`src/rtl/hazard_scoreboard_unit.sv`:
```
// Hazard controller for the 5-stage core. It handles forwarding, load-use bubbles, mispredict flushes,
// multi-cycle execute stalls and data-memory waits, and keeps a saturating count of stall cycles.
//   state   | meaning
//   MC_IDLE | no multi-cycle op active; MC_Start_E launches one
//   MC_BUSY | multi-cycle op executing; mc_cnt counts down to the last stall cycle
//   MC_DONE | result ready; waits for the M-stage memory access before returning to idle
module hazard_scoreboard_unit #(
  parameter int REG_ADDR_W = 5,
  parameter int MC_LATENCY = 4,
  parameter int CNT_W      = 32
) (
  input  logic                  CLK,
  input  logic                  RST,
  input  logic [REG_ADDR_W-1:0] RS1_D,
  input  logic [REG_ADDR_W-1:0] RS2_D,
  input  logic [REG_ADDR_W-1:0] RS1_E,
  input  logic [REG_ADDR_W-1:0] RS2_E,
  input  logic [REG_ADDR_W-1:0] RD_E,
  input  logic [REG_ADDR_W-1:0] RD_M,
  input  logic [REG_ADDR_W-1:0] RD_W,
  input  logic [1:0]            Result_Src_Sel_E,
  input  logic                  REG_W_En_M,
  input  logic                  REG_W_En_W,
  input  logic                  Branch_Taken_E,
  input  logic                  Predict_Taken_E,
  input  logic                  MC_Start_E,
  input  logic                  Mem_Ready_M,
  input  logic                  Stall_Count_Clr,
  output logic [1:0]            FWD_SrcA,
  output logic [1:0]            FWD_SrcB,
  output logic                  PC_En,
  output logic                  Stall_D,
  output logic                  Stall_E,
  output logic                  Stall_M,
  output logic                  Flush_D,
  output logic                  Flush_E,
  output logic                  Flush_M,
  output logic                  Flush_W,
  output logic                  MC_Busy,
  output logic                  MC_Done,
  output logic [CNT_W-1:0]      Stall_Count
);

  localparam logic [1:0] FWD_NONE   = 2'b00;
  localparam logic [1:0] FWD_MEM    = 2'b01;
  localparam logic [1:0] FWD_WB     = 2'b10;
  localparam logic [1:0] RESULT_MEM = 2'b01;

  localparam int MC_CW = (MC_LATENCY > 1) ? $clog2(MC_LATENCY) : 1;
  localparam logic [MC_CW-1:0] MC_LOAD = MC_CW'(MC_LATENCY - 1);

  typedef enum logic [1:0] {MC_IDLE, MC_BUSY, MC_DONE} mc_state_t;

  mc_state_t        mc_state, mc_state_nxt;
  logic [MC_CW-1:0] mc_cnt, mc_cnt_nxt;
  logic [CNT_W-1:0] stall_cnt;
  logic             mc_stall, load_use, mispredict;

  function automatic logic [1:0] fwd_sel(input logic [REG_ADDR_W-1:0] rs);
    if (rs == '0)                     return FWD_NONE;
    else if (REG_W_En_M && RD_M == rs) return FWD_MEM;
    else if (REG_W_En_W && RD_W == rs) return FWD_WB;
    else                               return FWD_NONE;
  endfunction

  always_comb begin
    mc_state_nxt = mc_state;
    mc_cnt_nxt   = mc_cnt;
    unique case (mc_state)
      MC_IDLE: if (MC_Start_E) begin
        mc_cnt_nxt   = MC_LOAD;
        mc_state_nxt = (MC_LATENCY == 1) ? MC_DONE : MC_BUSY;
      end
      MC_BUSY: begin
        mc_cnt_nxt = mc_cnt - 1'b1;
        if (mc_cnt == MC_CW'(1)) mc_state_nxt = MC_DONE;
      end
      MC_DONE: if (Mem_Ready_M) mc_state_nxt = MC_IDLE;
      default: mc_state_nxt = MC_IDLE;
    endcase
  end

  always_ff @(posedge CLK) begin
    if (RST) begin
      mc_state  <= MC_IDLE;
      mc_cnt    <= '0;
      stall_cnt <= '0;
    end else begin
      mc_state <= mc_state_nxt;
      mc_cnt   <= mc_cnt_nxt;
      if (Stall_Count_Clr)                  stall_cnt <= '0;
      else if (!PC_En && stall_cnt != '1)   stall_cnt <= stall_cnt + 1'b1;
    end
  end

  assign mc_stall   = (mc_state == MC_IDLE && MC_Start_E) || mc_state == MC_BUSY;
  assign load_use   = Result_Src_Sel_E == RESULT_MEM && RD_E != '0 && (RD_E == RS1_D || RD_E == RS2_D);
  assign mispredict = Branch_Taken_E != Predict_Taken_E;
  assign Stall_Count = stall_cnt;

  // One pipeline action per cycle; reset overrides everything with a full flush.
  always_comb begin
    FWD_SrcA = fwd_sel(RS1_E);
    FWD_SrcB = fwd_sel(RS2_E);
    PC_En    = 1'b1;
    Stall_D  = 1'b0;
    Stall_E  = 1'b0;
    Stall_M  = 1'b0;
    Flush_D  = 1'b0;
    Flush_E  = 1'b0;
    Flush_M  = 1'b0;
    Flush_W  = 1'b0;
    MC_Busy  = !RST && mc_state == MC_BUSY;
    MC_Done  = !RST && mc_state == MC_DONE;
    if (RST) begin
      FWD_SrcA = FWD_NONE;
      FWD_SrcB = FWD_NONE;
      PC_En    = 1'b0;
      Flush_D  = 1'b1;
      Flush_E  = 1'b1;
      Flush_M  = 1'b1;
      Flush_W  = 1'b1;
    end else if (!Mem_Ready_M) begin
      PC_En   = 1'b0;
      Stall_D = 1'b1;
      Stall_E = 1'b1;
      Stall_M = 1'b1;
      Flush_W = 1'b1;
    end else if (mc_stall) begin
      PC_En   = 1'b0;
      Stall_D = 1'b1;
      Stall_E = 1'b1;
      Flush_M = 1'b1;
    end else if (mispredict) begin
      Flush_D = 1'b1;
      Flush_E = 1'b1;
    end else if (load_use) begin
      PC_En   = 1'b0;
      Stall_D = 1'b1;
      Flush_E = 1'b1;
    end
  end

endmodule

```
`config.mk`:
```
export PLATFORM = sky130hd
export DESIGN_NAME = hazard_scoreboard_unit
export DESIGN_NICKNAME = d
export VERILOG_FILES = /design/src/rtl/hazard_scoreboard_unit.sv
export SDC_FILE = /design/constraint.sdc
export NUM_CORES = 1
export LEC_CHECK = 0
export ABC_AREA = 1
export CORE_MARGIN = 2
export CORE_UTILIZATION = 47
export CTS_CLUSTER_SIZE = 40
export DETAILED_ROUTE_END_ITERATION = 6
export GPL_TIMING_DRIVEN = 0
export HOLD_SLACK_MARGIN = 0.06
export PLACE_DENSITY = 0.81
export SLEW_MARGIN = 20
export SYNTH_ARGS = -nofsm -noshare
export SYNTH_HDL_FRONTEND = slang
export SYNTH_SLANG_ARGS = --single-unit
```
`constraint.sdc`:
```
create_clock -name CLK -period 2.59 [get_ports CLK]
set_input_delay 0.777 -clock CLK [delete_from_list [all_inputs] [get_ports CLK]]
set_output_delay 0.777 -clock CLK [all_outputs]
set_load 0.01 [all_outputs]
```
# Yosys cells after proc, flatten, opt, wreduce, memory -nomap -nowiden
# Index checks and enable logic that the tools add are counted.
[totals]
word_cells = 82
output_inout_bits = 46
reg_bits = 36
[classes]
reduce_logical = 22
muxes = 40
add_sub_neg = 2
n_eq_ne = 15
[op_table]
columns = ["operator", "n"]
rows = [
  ["$add 32x1->32 const B", 1],
  ["$ne 32x32->1 const B", 1],
  ["$eq 5x5->1", 6],
  ["$mux 1", 26],
  ["$mux 2", 12],
  ["$logic_and 1x1->1", 10],
  ["$logic_not 5->1", 2],
  ["$eq 2x1->1 const B", 3],
  ["$ne 2x2->1 const B", 3],
  ["$pmux 2 s3", 1],
  ["$reduce_bool 5->1", 1],
  ["$pmux 2 s2", 1],
  ["$reduce_and 3->1", 1],
  ["$eq 2x2->1 const B", 1],
  ["$logic_not 1->1", 2],
  ["$logic_not 2->1", 1],
  ["$logic_or 1x1->1", 2],
  ["$reduce_and 2->1", 1],
  ["$reduce_bool 2->1", 1],
  ["$reduce_or 2->1", 1],
  ["$sub 2x1->2 const B", 1],
  ["$ne 1x1->1", 1],
]

# Depth between registers and ports, before layout
# Gate-level depths: netlist (run 1).
[logic_depth]
depth_word = 10
mapped_depth = 13
depth_no_buf = 12

# Worst setup path before layout (run 1)
# No wires, ideal clock.
[synth_timing]
kind = "input port to output port"
from = "in MC_Start_E"
to = "out PC_En"
arrival_time_ns = 1.666
cell_stages = 6
path_buffers = 1
setup_slack_ns = 0.147
path_cell_list = "o21ai_2 > inv_2 > nor2_1 > nand3_2 > buf_2 > inv_1"
[synth_via]
elab_chain_len = 5
[synth_lines]
columns = ["item", "line_no", "text"]
rows = [
  ["from (decl)", "26", "input logic MC_Start_E,"],
  ["$logic_and 1x1->1", "96", "assign mc_stall = (mc_state == MC_IDLE && MC_Start_E) || mc_state == MC_BUSY;"],
  ["$logic_or 1x1->1", "96", ""],
  ["$mux 1", "129", "end else if (mc_stall) begin"],
  ["$mux 1", "123", "end else if (!Mem_Ready_M) begin"],
  ["$mux 1", "115", "if (RST) begin"],
  ["to (decl)", "31", "output logic PC_En,"],
]
# Every way passes these cells.

# Final worst setup path (run 1)
[layout_timing]
from = "in RD_M[1]"
to = "out FWD_SrcA[0]"
[layout_via]
elab_chain_len = 5
[layout_lines]
columns = ["item", "line_no", "text"]
rows = [
  ["from (decl)", "19", "input logic [REG_ADDR_W-1:0] RD_M,"],
  ["$eq 5x5->1", "61", "else if (REG_W_En_M && RD_M == rs) return FWD_MEM;"],
  ["$logic_and 1x1->1", "61", ""],
  ["$mux 2", "61", ""],
  ["$mux 2", "60", "if (rs == '0) return FWD_NONE;"],
  ["$mux 2", "115", ""],
  ["to (decl)", "29", "output logic [1:0] FWD_SrcA,"],
]
# Every way passes these cells.

==> impl_results.md, run 1 <==
* Buf+Inv Stages, Crit Path at 4
* Worst hold path endpoint: Stall_Count[18]
* Final slew viol count at 0
* Maximum fanout along the worst path at 3
* Post-Route WL at slightly above 10000 microns
* Simple-gate portion of the synthesized area at 0.408
* Initial DRC count at roughly 220
* Slew at the pin closest to its max-slew limit at around 0.6 ns
* Number of antenna cells inserted at 0
* Post-synth cell types at 29
* Count of final hold-check violations at 0
* Status: complete, no violations
* First-pass GRT wire length at about 15000 microns
* # rows at 28
* Static leakage power at approximately 1.6 nW
* Yosys Warn Count at 0
* Pre-CTS WS at -1.05 ns
* Synthesized area per cell at slightly above 6 sq um
* Synth-to-Final Area Change at 45.1%
* Antenna violations before repair at 0
* WHS Path Cells at 2
* Nature of the critical path endpoint: output pin
* Via density per instance at about 5.4
* Headroom to the max-slew limit at 0.591
* Final cell utilization of the core at 0.701
* Number of instances in the placed design at about 630
* CP arrival at roughly 1.8 ns
* Total routing resource utilization after global routing at 0.298
* Worst Hold Margin at 0.500 ns
* Synth Register Bits at 36
* Required time worst endpoint at approximately 1.8 ns
* XOR/XNOR Fraction of Synth Area at 0.115
* Gp weighted congestion at approximately 0.94
* Cell occurring most often along the worst timing path: buf_2
* CP Class: input port to output pin
* Post-Layout Inst Area at 4100 sq um
* Peak per-stage delay on the critical path at 0.27 ns
* Chip Width at ~82 microns
* Proportion of synthesized chip area in sequential cells at 0.255
* Clock Latency Late Sink at approximately 0.29 ns
* DR pass1 iterations at 5
* Slowest cell on the critical path: nor4_2
* Reported max-cap violation count at 0
* DRC viols at 0
* Post-synthesis instance total at 465
* Clock buffer depth at 2
* Final non-filler cell total at roughly 660
* Combinational family with the most area after synthesis: simple AND/OR/NAND/NOR gates
* Series of cell instances along the critical path: buf_2, inv_2, buf_4, o22ai_1, nor4_2, nor3b_2, buf_2
* RR Startpoint: Stall_Count[0]
* Vias in the first global route at 3237
* Count of fill cells added during filler insertion at 513
* Critical R2R Capture: Stall_Count[28]
* Core outline area at 5850 sq um
* Starting utilization of the core area at 0.483
* Largest net degree at the start of global routing at 17
* Chip height at between 80 and 90 microns
* Worst setup skew after layout at about 0.0032 ns
* Depth of the most critical reg-to-reg path at 9
* Post-synth top area cell: dfxtp_1
* CTS tree: done
* Synthesized net count at around 510
* Total power at around 1.3 mW
* Fraction of layout cells with a size suffix above 1 at 0.222
* Register-to-Register Setup Slack at 0.44 ns
* Root buffer cell: clkbuf_8
* Estimated wirelength of the detail-placed design at roughly 7000 microns
* Number of top-level design ports at 92
* Post-layout net count at ~630
* Number of CTS-inserted buffers at 5
* Share of synthesized cell area in full adder, half adder and majority cells at 0.00885
* Setup WS post-layout at 0.000542 ns
* Floorplan die area at about 6700 sq um
* Count of input and output buffers at 91
* Sum Neg Setup Slack at 0 ns
* Critical path launch point type: input port
* CP delay by family, top: simple AND/OR/NAND/NOR gates
* Number of H-tree branching levels at 2
* DRT antenna net count at 0
* Overall via count from detail_route at roughly 3500
* Combined area of the multi-input logic cells at around 2000 sq um
* Wire per inst at 15.3 microns
* Power density over cell area at about 310 nW/um^2
* Peak ir drop on the vdd network at 0.302 mV
* Leading cell types by total area after synthesis: dfxtp_1, nand2_1, xor2_1
* Storage element area at approximately 700 sq um
* Clock input transition at the sequential cells of the worst setup and hold paths at around 0.070 ns
* Synthesized area at roughly 2800 sq um
* Multiplexer share of the synthesized area at 0
* Hold Path Origin: Stall_Count[18]
* Leftover overflow at the end of global routing at 0
* Final setup fails at 0
* Share of Yosys cell area claimed by the top area cell type at 0.255
* Final worst path period need at 2.59 ns
* Setup repair after global routing missed its margin: yes
* Number of clock sinks at 36
* Hold/Removal Path Class: flop to flop
* Max Clk Rate at slightly below 400 MHz
* Final clock period utilization by the worst path at 1.00
* Share of the synthesized area in compound gates (AO/OA/AOI/OAI) at 0.108
* Placed cell areas at approximately 3800 sq um
==> layout make-up <==
type / count / area share
plain buffers: 12 / 0.0195
clock buffers: 6 / 0.0201
clock inverters: 2 / 0.00244
inverters: 59 / 0.0564
multi-input cells: 357 / 0.482
flip-flops and latches: 36 / 0.176
well taps: 75 / 0.0229
repair buffers: 109 / 0.221
==> registers in the layout (all words and copies together) (netlist names) <==
name / count
mc_state: 2
Stall_Count: 32
mc_cnt: 2
==> metal layers <==
layer  vias up  global-route usage  part of all wire
met5         -                   0                 0
met4         0              0.0831             0.027
met3        24              0.0484             0.050
met2       123               0.502              0.48
met1      1651               0.393              0.44
li1       1729                   -                 -
==> logic make-up after synthesis <==
kind of cell,count (synthesis)
XOR/XNOR,37
buffers and inverters,72
AO/OA/AOI/OAI,54
adder cells (fa/ha/maj),2
flip-flops,36
AND/OR/NAND/NOR,264
==> where the power goes <==
group	internal, mW	switching (mW)	total [mW]
Clock	0.213	0.210	0.423
Combinational	0.130	0.163	0.294
Sequential	0.561	0.00779	0.569
Total	0.904	0.382	1.29
==> Yosys cell counts (all sizes together) <==
cell type,count
nand2,132
inv,59
nor2,58
nand3,42
a21oi,36
dfxtp,36
xor2,26
nor3,16
xnor2,11
buf,9
nand4,6
o21ai,6
a211oi,5
clkbuf,4
nand3b,4
o22ai,4
nor3b,3
nor4,3
ha,2
o2111ai,2
a32o,1
==> worst min-delay path: stages (launching register included) <==
cell and delay [ns]:
dfxtp_1 0.34, nand2_1 0.07, a21oi_1 0.05
==> worst max-delay path by stage <==
stage / from / endpoint / slack (ns) / cells after the start
finish: RD_M[1] / FWD_SrcA[0] / 0.0005 / 7
global route: RD_M[1] / FWD_SrcA[0] / -0.09 / 7
CTS: RD_M[3] / FWD_SrcB[0] / -0.06 / 7
detailed placement: MC_Start_E / PC_En / -1.05 / 8
global placement: MC_Start_E / PC_En / -1.04 / 8
floorplan: MC_Start_E / PC_En / 0.15 / 6
==> what timing repair did <==
item	CTS	global route
gates resized for setup	182	48
pin swaps	32	26
endpoints found under the setup margin	14	9
hold buffers	0	0
buffers inserted	12	5
gates cloned	1	0
==> placed cells by master, fill, tap and decap left out, drive strengths merged, types with 3 or more instances in the layout <==
cell           count
a211oi             5
a21oi             36
buf               48
clkbuf            26
clkdlybuf4s15      3
clkdlybuf4s50     34
dfxtp             36
dlygate4sd2       14
inv               59
nand2            132
nand3             42
nand3b             4
nand4              6
nor2              58
nor3              16
nor3b              3
nor4               3
o21ai              6
o22ai              4
xnor2             11
xor2              26
(Power assumes the default switching activity.)
==> run 2, diff against run 1 <==
Settings changed: SLEW_MARGIN 20 to default.
==> results of run 2 <==
Same layout as run 1: the final DEF is identical, and so are final timing and power.
